==> src/rtl/nios_io_pkg.sv <==
// rtl/nios_io_pkg.sv - shared channel counts, debounce state enum and tick derivation
package nios_io_pkg;

  // Channel counts shared with the Qsys top wrapper.
  localparam int N_BUTTONS  = 4;
  localparam int N_SWITCHES = 10;

  // Per-channel debounce state.
  typedef enum logic {
    ST_STABLE  = 1'b0,
    ST_PENDING = 1'b1
  } db_state_t;

  // Clock cycles between debounce sample ticks.
  function automatic int tick_cycles(input int clk_hz, input int tick_hz);
    return clk_hz / tick_hz;
  endfunction

endpackage

==> src/rtl/io_debounce_bit.sv <==
// rtl/io_debounce_bit.sv - one channel: 2-FF sync, tick debounce FSM, edge pulses
module io_debounce_bit
  import nios_io_pkg::*;
#(
  parameter int DB_TICKS = 10,
  parameter bit INVERT   = 1'b0
) (
  input  logic clk,
  input  logic resetn,
  input  logic tick,
  input  logic raw,
  output logic db,
  output logic rise,
  output logic fall
);

  localparam int CW = $clog2(DB_TICKS + 1);

  logic          sync1;
  logic          sync2;
  logic          s;
  db_state_t     state;
  db_state_t     state_next;
  logic [CW-1:0] cnt;
  logic [CW-1:0] cnt_next;
  logic          db_next;
  logic          accept;

  // Two-flop synchroniser; resets to the released pin level so no spurious edge follows reset.
  always_ff @(posedge clk) begin
    if (!resetn) begin
      sync1 <= INVERT;
      sync2 <= INVERT;
    end else begin
      sync1 <= raw;
      sync2 <= sync1;
    end
  end

  assign s = sync2 ^ INVERT;

  // Final tick of a pending change that survived every sample.
  assign accept = (state == ST_PENDING) && (s != db) && tick &&
                  (cnt == CW'(DB_TICKS - 1));

  // State, counter, debounced level and registered edge pulses.
  always_ff @(posedge clk) begin
    if (!resetn) begin
      state <= ST_STABLE;
      cnt   <= '0;
      db    <= 1'b0;
      rise  <= 1'b0;
      fall  <= 1'b0;
    end else begin
      state <= state_next;
      cnt   <= cnt_next;
      db    <= db_next;
      rise  <= db_next & ~db;
      fall  <= ~db_next & db;
    end
  end

  // Next state and counter: any cycle agreeing with db aborts a pending change.
  always_comb begin
    state_next = state;
    cnt_next   = cnt;
    case (state)
      ST_STABLE: begin
        cnt_next = '0;
        if (s != db) state_next = ST_PENDING;
      end
      ST_PENDING: begin
        if (s == db) begin
          state_next = ST_STABLE;
          cnt_next   = '0;
        end else if (accept) begin
          state_next = ST_STABLE;
          cnt_next   = '0;
        end else if (tick) begin
          cnt_next = cnt + 1'b1;
        end
      end
      default: begin
        state_next = ST_STABLE;
        cnt_next   = '0;
      end
    endcase
  end

  // Debounced level takes the synchronised input only on acceptance.
  always_comb begin
    db_next = db;
    if (accept) db_next = s;
  end

endmodule

==> src/rtl/nios_input_conditioner.sv <==
// rtl/nios_input_conditioner.sv - shared prescaler plus per-pin debounce for keys and switches
module nios_input_conditioner
  import nios_io_pkg::*;
#(
  parameter int N_BUTTONS      = nios_io_pkg::N_BUTTONS,
  parameter int N_SWITCHES     = nios_io_pkg::N_SWITCHES,
  parameter int CLK_HZ         = 50_000_000,
  parameter int TICK_HZ        = 1_000,
  parameter int DB_TICKS       = 10,
  parameter bit BTN_ACTIVE_LOW = 1'b1
) (
  input  logic                  clk_clk,
  input  logic                  reset_reset_n,
  input  logic [N_BUTTONS-1:0]  key_n_i,
  input  logic [N_SWITCHES-1:0] sw_i,
  output logic [N_BUTTONS-1:0]  button_o,
  output logic [N_SWITCHES-1:0] switch_o,
  output logic [N_BUTTONS-1:0]  btn_press_o,
  output logic [N_BUTTONS-1:0]  btn_release_o
);

  localparam int TICK_CYCLES = tick_cycles(CLK_HZ, TICK_HZ);
  localparam int PW          = (TICK_CYCLES > 1) ? $clog2(TICK_CYCLES) : 1;

  logic [PW-1:0]         presc;
  logic                  tick;
  logic [N_SWITCHES-1:0] sw_rise_unused;
  logic [N_SWITCHES-1:0] sw_fall_unused;

  assign tick = (presc == PW'(TICK_CYCLES - 1));

  // Free-running prescaler shared by every channel; tick marks the wrap cycle.
  always_ff @(posedge clk_clk) begin
    if (!reset_reset_n) begin
      presc <= '0;
    end else if (tick) begin
      presc <= '0;
    end else begin
      presc <= presc + 1'b1;
    end
  end

  for (genvar i = 0; i < N_BUTTONS; i++) begin : g_btn
    io_debounce_bit #(
      .DB_TICKS (DB_TICKS),
      .INVERT   (BTN_ACTIVE_LOW)
    ) u_btn (
      .clk    (clk_clk),
      .resetn (reset_reset_n),
      .tick   (tick),
      .raw    (key_n_i[i]),
      .db     (button_o[i]),
      .rise   (btn_press_o[i]),
      .fall   (btn_release_o[i])
    );
  end

  for (genvar i = 0; i < N_SWITCHES; i++) begin : g_sw
    io_debounce_bit #(
      .DB_TICKS (DB_TICKS),
      .INVERT   (1'b0)
    ) u_sw (
      .clk    (clk_clk),
      .resetn (reset_reset_n),
      .tick   (tick),
      .raw    (sw_i[i]),
      .db     (switch_o[i]),
      .rise   (sw_rise_unused[i]),
      .fall   (sw_fall_unused[i])
    );
  end

endmodule

==> config.mk <==
export PLATFORM = sky130hd
export DESIGN_NAME = nios_input_conditioner
export DESIGN_NICKNAME = d
export VERILOG_FILES = /design/src/rtl/nios_io_pkg.sv /design/src/rtl/io_debounce_bit.sv /design/src/rtl/nios_input_conditioner.sv
export SDC_FILE = /design/constraint.sdc
export NUM_CORES = 1
export LEC_CHECK = 0
export ABC_AREA = 1
export CORE_ASPECT_RATIO = 0.7
export CORE_UTILIZATION = 55
export DETAILED_ROUTE_END_ITERATION = 6
export PLACE_DENSITY = 0.75
export SKIP_LAST_GASP = 1
export SYNTH_ARGS = -nofsm -noshare
export SYNTH_HDL_FRONTEND = slang
export SYNTH_SLANG_ARGS = --single-unit
==> constraint.sdc <==
create_clock -name clk_clk -period 4.7 [get_ports clk_clk]
set_input_delay 1.175 -clock clk_clk [delete_from_list [all_inputs] [get_ports clk_clk]]
set_output_delay 1.175 -clock clk_clk [all_outputs]
set_load 0.03 [all_outputs]
==> results of run 1 <==
metrics by stage:
step           utilization, %  power, mW
2_1_floorplan               -       1.24
3_3_place_gp             59.6       1.25
3_5_place_dp             59.6       1.26
4_1_cts                  65.3       2.66
5_1_grt                  65.3       2.72
6_report                 65.3       2.64
routing by layer:
| metal | vias to the layer above | wire length (µm) | global-route usage, % |
|---|---|---|---|
| li1 | 2754 | - | - |
| met1 | 2369 | 5570 | 26.1 |
| met2 | 100 | 5560 | 37.4 |
| met3 | 10 | 468 | 6.07 |
| met4 | 0 | 109 | 8.24 |
| met5 | - | 0 | 0 |
cell usage after synthesis, drive strengths merged:
master | number | share of area, %
a21oi | 28 | 2.2
a31oi | 1 | 0.10
and3 | 1 | 0.10
buf | 33 | 3.7
clkbuf | 9 | 0.54
clkinv | 1 | 0.080
dfxtp | 136 | 43
ha | 29 | 5.8
inv | 125 | 7.5
nand2 | 202 | 13
nand3 | 89 | 7.2
nand3b | 1 | 0.12
nand4 | 32 | 3.2
nor2 | 120 | 7.4
nor3 | 19 | 1.5
nor3b | 1 | 0.12
nor4 | 1 | 0.10
o21a | 1 | 0.12
o21ai | 15 | 1.2
o31ai | 1 | 0.12
or2 | 19 | 1.9
xnor2 | 5 | 0.70
xor2 | 2 | 0.28
flip-flops by register name, summed over array words and instances (netlist names):
signal	count
g_btn.u_btn.sync2	4
g_btn.u_btn.state	4
g_sw.u_sw.sync1	10
g_btn.u_btn.sync1	4
presc	16
g_btn.u_btn.db	4
g_sw.u_sw.state	10
g_btn.u_btn.rise	4
g_sw.u_sw.s	10
g_btn.u_btn.cnt	16
g_sw.u_sw.cnt	40
g_sw.u_sw.db	10
g_btn.u_btn.fall	4
area by class of cell:
type	count	area (µm²)	area share, %
clock buffers	23	488	6.76
clock inverters	8	143	1.98
inverters	126	474	6.57
multi-input cells	567	2810	39.0
flip-flops and latches	136	2720	37.7
well taps	153	191	2.65
repair buffers	39	380	5.27
cells by family (layout without fill, tap and decap cells):
logic type | after synthesis | in the layout | share of synthesized area (%)
fa+ha+maj | 29 | 29 | 5.78
xor+xnor | 7 | 7 | 0.977
simple gates | 485 | 485 | 34.3
compound gates | 46 | 46 | 3.77
flops | 136 | 136 | 43.4
buf+inv | 168 | 196 | 11.8
power breakdown:
group          total, mW  internal, mW  leakage [nW]  switching [mW]
Clock               1.41         0.939         0.309           0.472
Sequential          1.18          1.17          1.10         0.00718
Combinational     0.0540        0.0238          1.67          0.0302
worst paths after layout:
kind	startpoint	end	cells after the start
max	g_sw[8].u_sw.db$_SDFFE_PN0P_	switch_o[8]	1
min	g_sw[3].u_sw.sync1$_SDFF_PN0_	g_sw[3].u_sw.s$_SDFF_PN0_	2
max reg2reg	presc[0]$_SDFF_PP0_	g_btn[0].u_btn.cnt[2]$_SDFFE_PN0P_	8
min reg2reg	g_sw[3].u_sw.sync1$_SDFF_PN0_	g_sw[3].u_sw.s$_SDFF_PN0_	2
==> summary.md, run 1 <==
| Metric | Value |
|---|---|
| Critical path type | `reg2out` |
| Final ANT Viol Nets | `0` |
| Setup_tns | `0 ns` |
| Period utilisation layout | `57.0%` |
| Buf/Inv on CP | `1` |
| Layout cells sized above 1 | `7.56%` |
| Synthesized Nets | `916` |
| Final setup fails | `0` |
| GRT Total Usage | `21.9%` |
| Htree depth | `4` |
| RSZ-0062 raised after global routing | `false` |
| Antenna violations before repair | `0` |
| Crit path max-delay family | `buffers and inverters` |
| Antenna Cells | `0` |
| Critical-path cell list | `clkdlybuf4s50_1` |
| Core area | `11100 µm²` |
| Inst Count DP | `1021` |
| Die H | `91.4 µm` |
| Top Ports | `38` |
| # DRC | `0` |
| Rows | `32` |
| Relative slew slack | `49.3%` |
| CTS tree | `built` |
| Pre-CTS setup slack | `1.86 ns` |
| WL final | `11700 µm` |
| CP Launch Type | `register` |
| Die area | `11900 µm²` |
| Postcts setup bufs | `0` |
| Worst-path fanout max | `4` |
| Area grow syn2layout | `14.9%` |
| CTS max path bufs | `2` |
| Slowest cell delay on critical path | `0.71 ns` |
| Post-Syn Instances | `871` |
| Worst slew pin tran | `0.761 ns` |
| Routed vias | `5233` |
| HP Class | `reg2reg` |
| Largest net degree at the start of global routing | `60` |
| P per Cell Area | `366 nW/µm²` |
| Die Wd | `130 µm` |
| Vias per cell | `4.97` |
| Vias in the first global route | `5041` |
| Clock skew | `0.00819 ns` |
| Synth Warn # | `0` |
| WHS | `0.410 ns` |
| Global-route wire length before repair | `20900 µm` |
| Initial Utilization | `56.8%` |
| Worst-path clk slew | `0.06 ns` |
| Most common cell after layout, fill and taps aside | `nand2_1` |
| Max Slew Vio Count | `0` |
| Fin area | `7210 µm²` |
| Detailed Place HPWL | `7790 µm` |
| Final Non-Filler Cells | `1052` |
| Nets | `932` |
| Root Driver | `clkbuf_16` |
| Most frequent cells in the layout | `nand2_1 (196), dfxtp_1 (136), inv_1 (119)` |
| Clock Latency Late Sink | `0.41 ns` |
| Worst EP required | `3.52 ns` |
| FF+latch count, synth | `136` |
| Status | `complete, no violations` |
| Total grt overflow | `0` |
| Post-layout min period | `2.68 ns` |
| Synthesized area | `6280 µm²` |
| CP max stage cell | `clkdlybuf4s50_1` |
| Drt first pass iters | `7` |
| Mapped Avg Cell Area | `7.21 µm²` |
| Max Cap Viol | `0` |
| GP Congestion | `0.835` |
| Crit path capture type | `output pin` |
| Synth unique cells | `34` |
| DR iter-0 viols | `284` |
| DP Area | `6580 µm²` |
| Post-CTS Resized | `0` |
| Lkg Pwr | `3.09 nW` |
| Filler instances | `948` |
| Total CTS buffers | `17` |
| Worst setup margin | `2.02 ns` |
| Post-synthesis sequential area ratio | `43.4%` |
| R2r setup slk | `2.58 ns` |
| Final Hold Vio Count | `0` |
| Cts-stage hold buffer count | `0` |
| Achievable frequency | `0.373 GHz` |
| CP Data Arrival Time | `1.51 ns` |
| WL per Instance | `11.1 µm` |
| IO Port Bufs | `37` |
| CTS sink count | `136` |
| Max VDD drop | `254 µV` |
Power figures use the tool's default switching activity.
==> inputs of run 2 (changes only) <==
clock period = 2.55 ns   (was 4.7 ns; I/O delays follow)
==> run 2 against run 1 <==
Sequential cell count did not move. Clock skew rose by 0.0025 ns. Sequential power rose by 84%. Via count rose by 1.0%. Core utilization rose by 0.32 points. Global-route usage rose by 0.25 points. First-iteration DRC count rose by 13%. Count of clock-buffer cells in the layout fell by 3. Sequential share of layout area fell by 0.18 points.
==> summary.md, run 2 (synthesized netlist as in run 1, its figures left out) <==
| Metric | Value |
|---|---|
| WL final | `11900 µm (was 11700 µm)` |
| Fin area | `7250 µm² (was 7210 µm²)` |
| DR iter-0 viols | `320 (was 284)` |
| Slowest cell delay on critical path | `0.71 ns (about the same)` |
| Initial Utilization | `56.8% (unchanged)` |
| Crit path capture type | `output pin (unchanged)` |
| Met1 wire length | `5520 µm (was 5570 µm)` |
| GRT Total Usage | `22.2% (was 21.9%)` |
| R2r setup slk | `0.45 ns (was 2.58 ns)` |
| Final Hold Vio Count | `0 (unchanged)` |
| Worst-path clk slew | `0.06 ns (about the same)` |
| Routed wl met2 | `5700 µm (was 5560 µm)` |
| Final ANT Viol Nets | `0 (unchanged)` |
| CP Launch Type | `register (unchanged)` |
| Postcts setup bufs | `0 (unchanged)` |
| WL met3 | `445 µm (was 468 µm)` |
| Detailed Place HPWL | `7910 µm (was 7790 µm)` |
| CTS tree | `built (unchanged)` |
| RSZ-0062 raised after global routing | `false (unchanged)` |
| Reg2reg start | `presc[0]$_SDFF_PP0_ (unchanged)` |
| P per Cell Area | `684 nW/µm² (was 366 nW/µm²)` |
| Top sig layer | `met4 (unchanged)` |
| Max VDD drop | `460 µV (was 254 µV)` |
| Achievable frequency | `0.467 GHz` |
| Worst Hold Path EP | `g_sw[6].u_sw.s$_SDFF_PN0_ (was g_sw[3].u_sw.s$_SDFF_PN0_)` |
| Layout cells sized above 1 | `7.78% (was 7.56%)` |
| Min-delay src | `g_sw[6].u_sw.sync1$_SDFF_PN0_ (was g_sw[3].u_sw.sync1$_SDFF_PN0_)` |
| Rows | `32 (unchanged)` |
| Critical-path cell list | `clkdlybuf4s50_1 (unchanged)` |
| Global-route wire length before repair | `21100 µm (was 20900 µm)` |
| R2R cell count | `9 (was 8)` |
| Die Wd | `130 µm (unchanged)` |
| HP Class | `reg2reg (unchanged)` |
| Final setup fails | `0 (unchanged)` |
| Critical path type | `reg2out (unchanged)` |
| Max reg flops | `40 (unchanged)` |
| Largest net degree at the start of global routing | `95 (was 60)` |
| Top Ports | `38 (unchanged)` |
| Die area | `11900 µm² (unchanged)` |
| Period utilisation layout | `83.9%` |
| Lkg Pwr | `3.11 nW (was 3.09 nW)` |
| Max Cap Viol | `0 (unchanged)` |
| Post-layout min period | `2.14 ns` |
| GP Congestion | `0.845 (was 0.835)` |
| Cts-stage hold buffer count | `0 (unchanged)` |
| Worst-path fanout max | `4 (unchanged)` |
| Root Driver | `clkbuf_16 (unchanged)` |
| Most common cell after layout, fill and taps aside | `nand2_1 (unchanged)` |
| Nets | `932 (unchanged)` |
| CTS sink count | `136 (unchanged)` |
| Drt first pass iters | `7 (unchanged)` |
| R2r endpoint | `g_btn[2].u_btn.db$_SDFF_PN0_ (was g_btn[0].u_btn.cnt[2]$_SDFFE_PN0P_)` |
| Total grt overflow | `0 (unchanged)` |
| Core area | `11100 µm² (unchanged)` |
| CTS max path bufs | `2 (unchanged)` |
| Clock skew | `0.0107 ns (was 0.00819 ns)` |
| Hold Path Stages | `2 (unchanged)` |
| Max Slew Vio Count | `0 (unchanged)` |
| # DRC | `0 (unchanged)` |
| Antenna Cells | `0 (unchanged)` |
| WL per Instance | `11.3 µm (was 11.1 µm)` |
| Register cell area after layout | `2720 µm² (unchanged)` |
| Routed vias | `5286 (was 5233)` |
| Htree depth | `4 (unchanged)` |
| Worst slew pin tran | `0.620 ns (was 0.761 ns)` |
| Vias per cell | `5.02 (was 4.97)` |
| Setup_tns | `0 ns (unchanged)` |
| Antenna violations before repair | `0 (unchanged)` |
| Area grow syn2layout | `15.4% (was 14.9%)` |
| Status | `complete, no violations (unchanged)` |
| Vias in the first global route | `5128 (was 5041)` |
| Filler instances | `922 (was 948)` |
| Clock Latency Late Sink | `0.41 ns (about the same)` |
| Buf/Inv on CP | `1 (unchanged)` |
| Crit path max-delay family | `buffers and inverters (unchanged)` |
| Regs by FF count | `g_sw.u_sw.cnt: 40 flops, g_btn.u_btn.cnt: 16 flops, presc: 16 flops (unchanged)` |
| IO Port Bufs | `37 (unchanged)` |
| Post-CTS Resized | `0 (unchanged)` |
| Most flops, register | `g_sw.u_sw.cnt (unchanged)` |
| Relative slew slack | `58.7% (was 49.3%)` |
| Die H | `91.4 µm (unchanged)` |
| Total CTS buffers | `17 (unchanged)` |
| CP Data Arrival Time | `1.50 ns (was 1.51 ns)` |
| CP max stage cell | `clkdlybuf4s50_1 (unchanged)` |
| DP Area | `6600 µm² (was 6580 µm²)` |
| Worst EP required | `1.91 ns (was 3.52 ns)` |
| Area of the multi-input gates | `2810 µm² (unchanged)` |
| Most frequent cells in the layout | `nand2_1 (196), dfxtp_1 (136), inv_1 (119) (unchanged)` |
-- run 2: how the worst max path moves through the flow --
stage | from | end | slack [ns] | depth (start not counted)
2_1_floorplan | presc[0]$_SDFF_PP0_ | g_sw[9].u_sw.db$_SDFFE_PN0P_ | 1.0 | 8
3_3_place_gp | presc[0]$_SDFF_PP0_ | presc[10]$_SDFF_PP0_ | 0.57 | 7
3_5_place_dp | presc[0]$_SDFF_PP0_ | g_btn[2].u_btn.db$_SDFF_PN0_ | 0.47 | 9
4_1_cts | g_sw[2].u_sw.db$_SDFFE_PN0P_ | switch_o[2] | 0.39 | 1
5_1_grt | presc[0]$_SDFF_PP0_ | presc[11]$_SDFF_PP0_ | 0.26 | 7
6_report | g_sw[2].u_sw.db$_SDFFE_PN0P_ | switch_o[2] | 0.41 | 1
-- run 2: area by class of cell --
class	instances	area share (%)
repair buffers	39	5.42
well taps	153	2.64
clock buffers	20	6.30
multi-input cells	567	38.8
flip-flops and latches	136	37.6
clock inverters	12	2.71
inverters	126	6.54
-- run 2: where the power goes --
| part | internal (mW) | total, mW | switching (mW) | leakage, nW |
|---|---|---|---|---|
| registers | 2.16 | 2.17 | 0.0130 | 1.10 |
| clock network | 1.79 | 2.69 | 0.903 | 0.324 |
| logic | 0.0463 | 0.103 | 0.0571 | 1.68 |
-- run 2: stage by stage --
stage	hold slack (ns)	std cells	setup slack (ns)	power, mW	utilization, %
6_report	0.410	1053	0.410	4.96	65.6
5_1_grt	0.435	1053	0.257	5.11	65.6
4_1_cts	0.411	1053	0.394	5.00	65.6
3_5_place_dp	0.397	1021	0.467	2.32	59.7
3_3_place_gp	0.395	1021	0.569	2.31	59.7
2_1_floorplan	0.390	871	0.998	2.28	-
-- run 2: tightest hold or removal path, delay by kind of cell, from the launching register on --
kind	cells	cell delay [ns]
buf+inv	1	0.04
simple gates	1	0.05
flops	1	0.30
-- run 2: metal layers --
metal	vias up	track usage [%]
met5	-	0
met4	0	11.3
met3	29	5.48
met2	102	37.6
met1	2397	25.8
li1	2758	-
==> inputs of run 3 (changes only) <==
CORE_UTILIZATION = 54   (was 55)
PLACE_DENSITY = 0.76   (was 0.75)
clock period = 1.9 ns   (was 2.55 ns; I/O delays follow)
==> run 3 against run 2 <==
Die area grew 1.8%. Wire length is 3.7% lower. Cell area rose by 1.2%. Critical path type unchanged.
==> summary.md, run 3 (synthesized netlist as in run 1, its figures left out) <==
| Metric | Value |
|---|---|
| Slowest cell delay on critical path | `0.65 ns (was 0.71 ns)` |
| Layout cells sized above 1 | `8.74% (was 7.78%)` |
| Root Driver | `clkbuf_16 (unchanged)` |
| Max Cap Viol | `0 (unchanged)` |
| Drt first pass iters | `5 (was 7)` |
| Critical-path cell list | `clkdlybuf4s50_1 (unchanged)` |
| Status | `complete, no violations (unchanged)` |
| Area grow syn2layout | `16.9% (was 15.4%)` |
| Routed vias | `5166 (was 5286)` |
| Total CTS buffers | `17 (unchanged)` |
| Nets | `938 (was 932)` |
| Lkg Pwr | `3.30 nW (was 3.11 nW)` |
| Worst EP required | `1.42 ns (was 1.91 ns)` |
| Relative slew slack | `77.1% (was 58.7%)` |
| Core area | `11200 µm² (was 11100 µm²)` |
| Area of the multi-input gates | `2840 µm² (was 2810 µm²)` |
| Rows | `32 (unchanged)` |
| CP Data Arrival Time | `1.36 ns (was 1.50 ns)` |
| Register cell area after layout | `2720 µm² (unchanged)` |
| Worst slew pin tran | `0.343 ns (was 0.620 ns)` |
| # DRC | `0 (unchanged)` |
| Max VDD drop | `621 µV (was 460 µV)` |
| Critical path type | `reg2out (unchanged)` |
| CP Launch Type | `register (unchanged)` |
| Detailed Place HPWL | `7500 µm (was 7910 µm)` |
| Most common cell after layout, fill and taps aside | `nand2_1 (unchanged)` |
| Crit path capture type | `output pin (unchanged)` |
| DR iter-0 viols | `262 (was 320)` |
| Most frequent cells in the layout | `nand2_1 (195), dfxtp_1 (136), inv_1 (119) (was nand2_1 (196), dfxtp_1 (136), inv_1 (119))` |
| WL per Instance | `10.9 µm (was 11.3 µm)` |
| Buf/Inv on CP | `1 (unchanged)` |
| Top Ports | `38 (unchanged)` |
| Vias in the first global route | `4717 (was 5128)` |
| Regs by FF count | `g_sw.u_sw.cnt: 40 flops, g_btn.u_btn.cnt: 16 flops, presc: 16 flops (unchanged)` |
| Global-route wire length before repair | `20000 µm (was 21100 µm)` |
| Max reg flops | `40 (unchanged)` |
| Initial Utilization | `56.2% (was 56.8%)` |
| Final Hold Vio Count | `0 (unchanged)` |
| Most flops, register | `g_sw.u_sw.cnt (unchanged)` |
| GP Congestion | `0.783 (was 0.845)` |
| RSZ-0062 raised after global routing | `true (was false)` |
| IO Port Bufs | `37 (unchanged)` |
| HP Class | `reg2reg (unchanged)` |
| Max Slew Vio Count | `0 (unchanged)` |
| Achievable frequency | `0.544 GHz` |
| Crit path max-delay family | `buffers and inverters (unchanged)` |
| Total grt overflow | `0 (unchanged)` |
| CTS tree | `built (unchanged)` |
| WL final | `11500 µm (was 11900 µm)` |
| Postcts setup bufs | `0 (unchanged)` |
| Die area | `12100 µm² (was 11900 µm²)` |
| CTS sink count | `136 (unchanged)` |
| Htree depth | `4 (unchanged)` |
| Die Wd | `131 µm (was 130 µm)` |
| GRT Total Usage | `20.8% (was 22.2%)` |
| Filler instances | `942 (was 922)` |
| Period utilisation layout | `96.7%` |
| P per Cell Area | `914 nW/µm² (was 684 nW/µm²)` |
| Clock Latency Late Sink | `0.41 ns (about the same)` |
| Fin area | `7340 µm² (was 7250 µm²)` |
| Post-layout min period | `1.84 ns` |
| Largest net degree at the start of global routing | `42 (was 95)` |
| Cts-stage hold buffer count | `0 (unchanged)` |
| Worst-path fanout max | `1 (was 4)` |
| Antenna Cells | `0 (unchanged)` |
| Final ANT Viol Nets | `0 (unchanged)` |
| Worst-path clk slew | `0.06 ns (about the same)` |
| Worst setup margin | `0.0634 ns (was 0.410 ns)` |
| CP max stage cell | `clkdlybuf4s50_1 (unchanged)` |
| Vias per cell | `4.89 (was 5.02)` |
| Die H | `92.2 µm (was 91.4 µm)` |
| Pre-CTS setup slack | `0.102 ns (was 0.467 ns)` |
| Final setup fails | `0 (unchanged)` |
| CTS max path bufs | `2 (unchanged)` |
| Clock skew | `0.00844 ns (was 0.0107 ns)` |
| DP Area | `6670 µm² (was 6600 µm²)` |
| Antenna violations before repair | `0 (unchanged)` |
-- run 3: path summary, 6_finish.rpt --
| path | from | to | slack (ns) | cells past startpoint |
|---|---|---|---|---|
| min | g_sw[5].u_sw.sync1$_SDFF_PN0_ | g_sw[5].u_sw.s$_SDFF_PN0_ | 0.41 | 2 |
| max | g_btn[3].u_btn.rise$_SDFF_PN0_ | btn_press_o[3] | 0.06 | 1 |
| max reg2reg | presc[0]$_SDFF_PP0_ | g_sw[2].u_sw.cnt[2]$_SDFFE_PN0P_ | 0.13 | 9 |
| min reg2reg | g_sw[5].u_sw.sync1$_SDFF_PN0_ | g_sw[5].u_sw.s$_SDFF_PN0_ | 0.41 | 2 |
-- run 3: final cells by class --
class	count	area share (%)
multi-input combinational	567	38.7
sequential	136	37.1
inverter	126	6.48
timing repair buffer	45	6.24
clock buffer	18	5.85
clock inverter	12	3.07
tap	153	2.61
-- run 3: metrics by stage --
step / util [%] / TNS (ns) / cells / total power [mW] / hold slack, ns
after floorplan: - / 0 / 871 / 3.06 / 0.390
after global routing: 65.7 / -0.0237 / 1057 / 6.95 / 0.422
after detailed placement: 59.7 / 0 / 1027 / 3.11 / 0.398
final: 65.7 / 0 / 1057 / 6.71 / 0.407
after global placement: 59.7 / 0 / 1027 / 3.11 / 0.394
after CTS: 65.4 / 0 / 1057 / 6.76 / 0.409
-- run 3: what timing repair did --
item / 4_1_cts / 5_1_grt
setup endpoints to repair: 14 / 36
pin swaps: 0 / 1
gates resized for setup: 14 / 15
-- run 3: routing by layer --
layer,vias to the layer above,part of all wire (%),GRT usage (%),routed length [µm]
li1,2766,-,-,-
met1,2279,51,27.8,5870
met2,110,43,32.0,4980
met3,11,4.5,5.43,520
met4,0,0.99,7.76,114
met5,-,0,0,0
-- run 3: worst min-delay path, stage by stage (launching register included) --
cell,delay (ns)
dfxtp_1,0.30
nand2_1,0.04
inv_1,0.04
-- run 3: report_power, final --
| group | leakage, nW | switching, mW | internal, mW |
|---|---|---|---|
| Combinational | 1.88 | 0.0787 | 0.0659 |
| Clock | 0.320 | 1.20 | 2.45 |
| Sequential | 1.10 | 0.0183 | 2.89 |
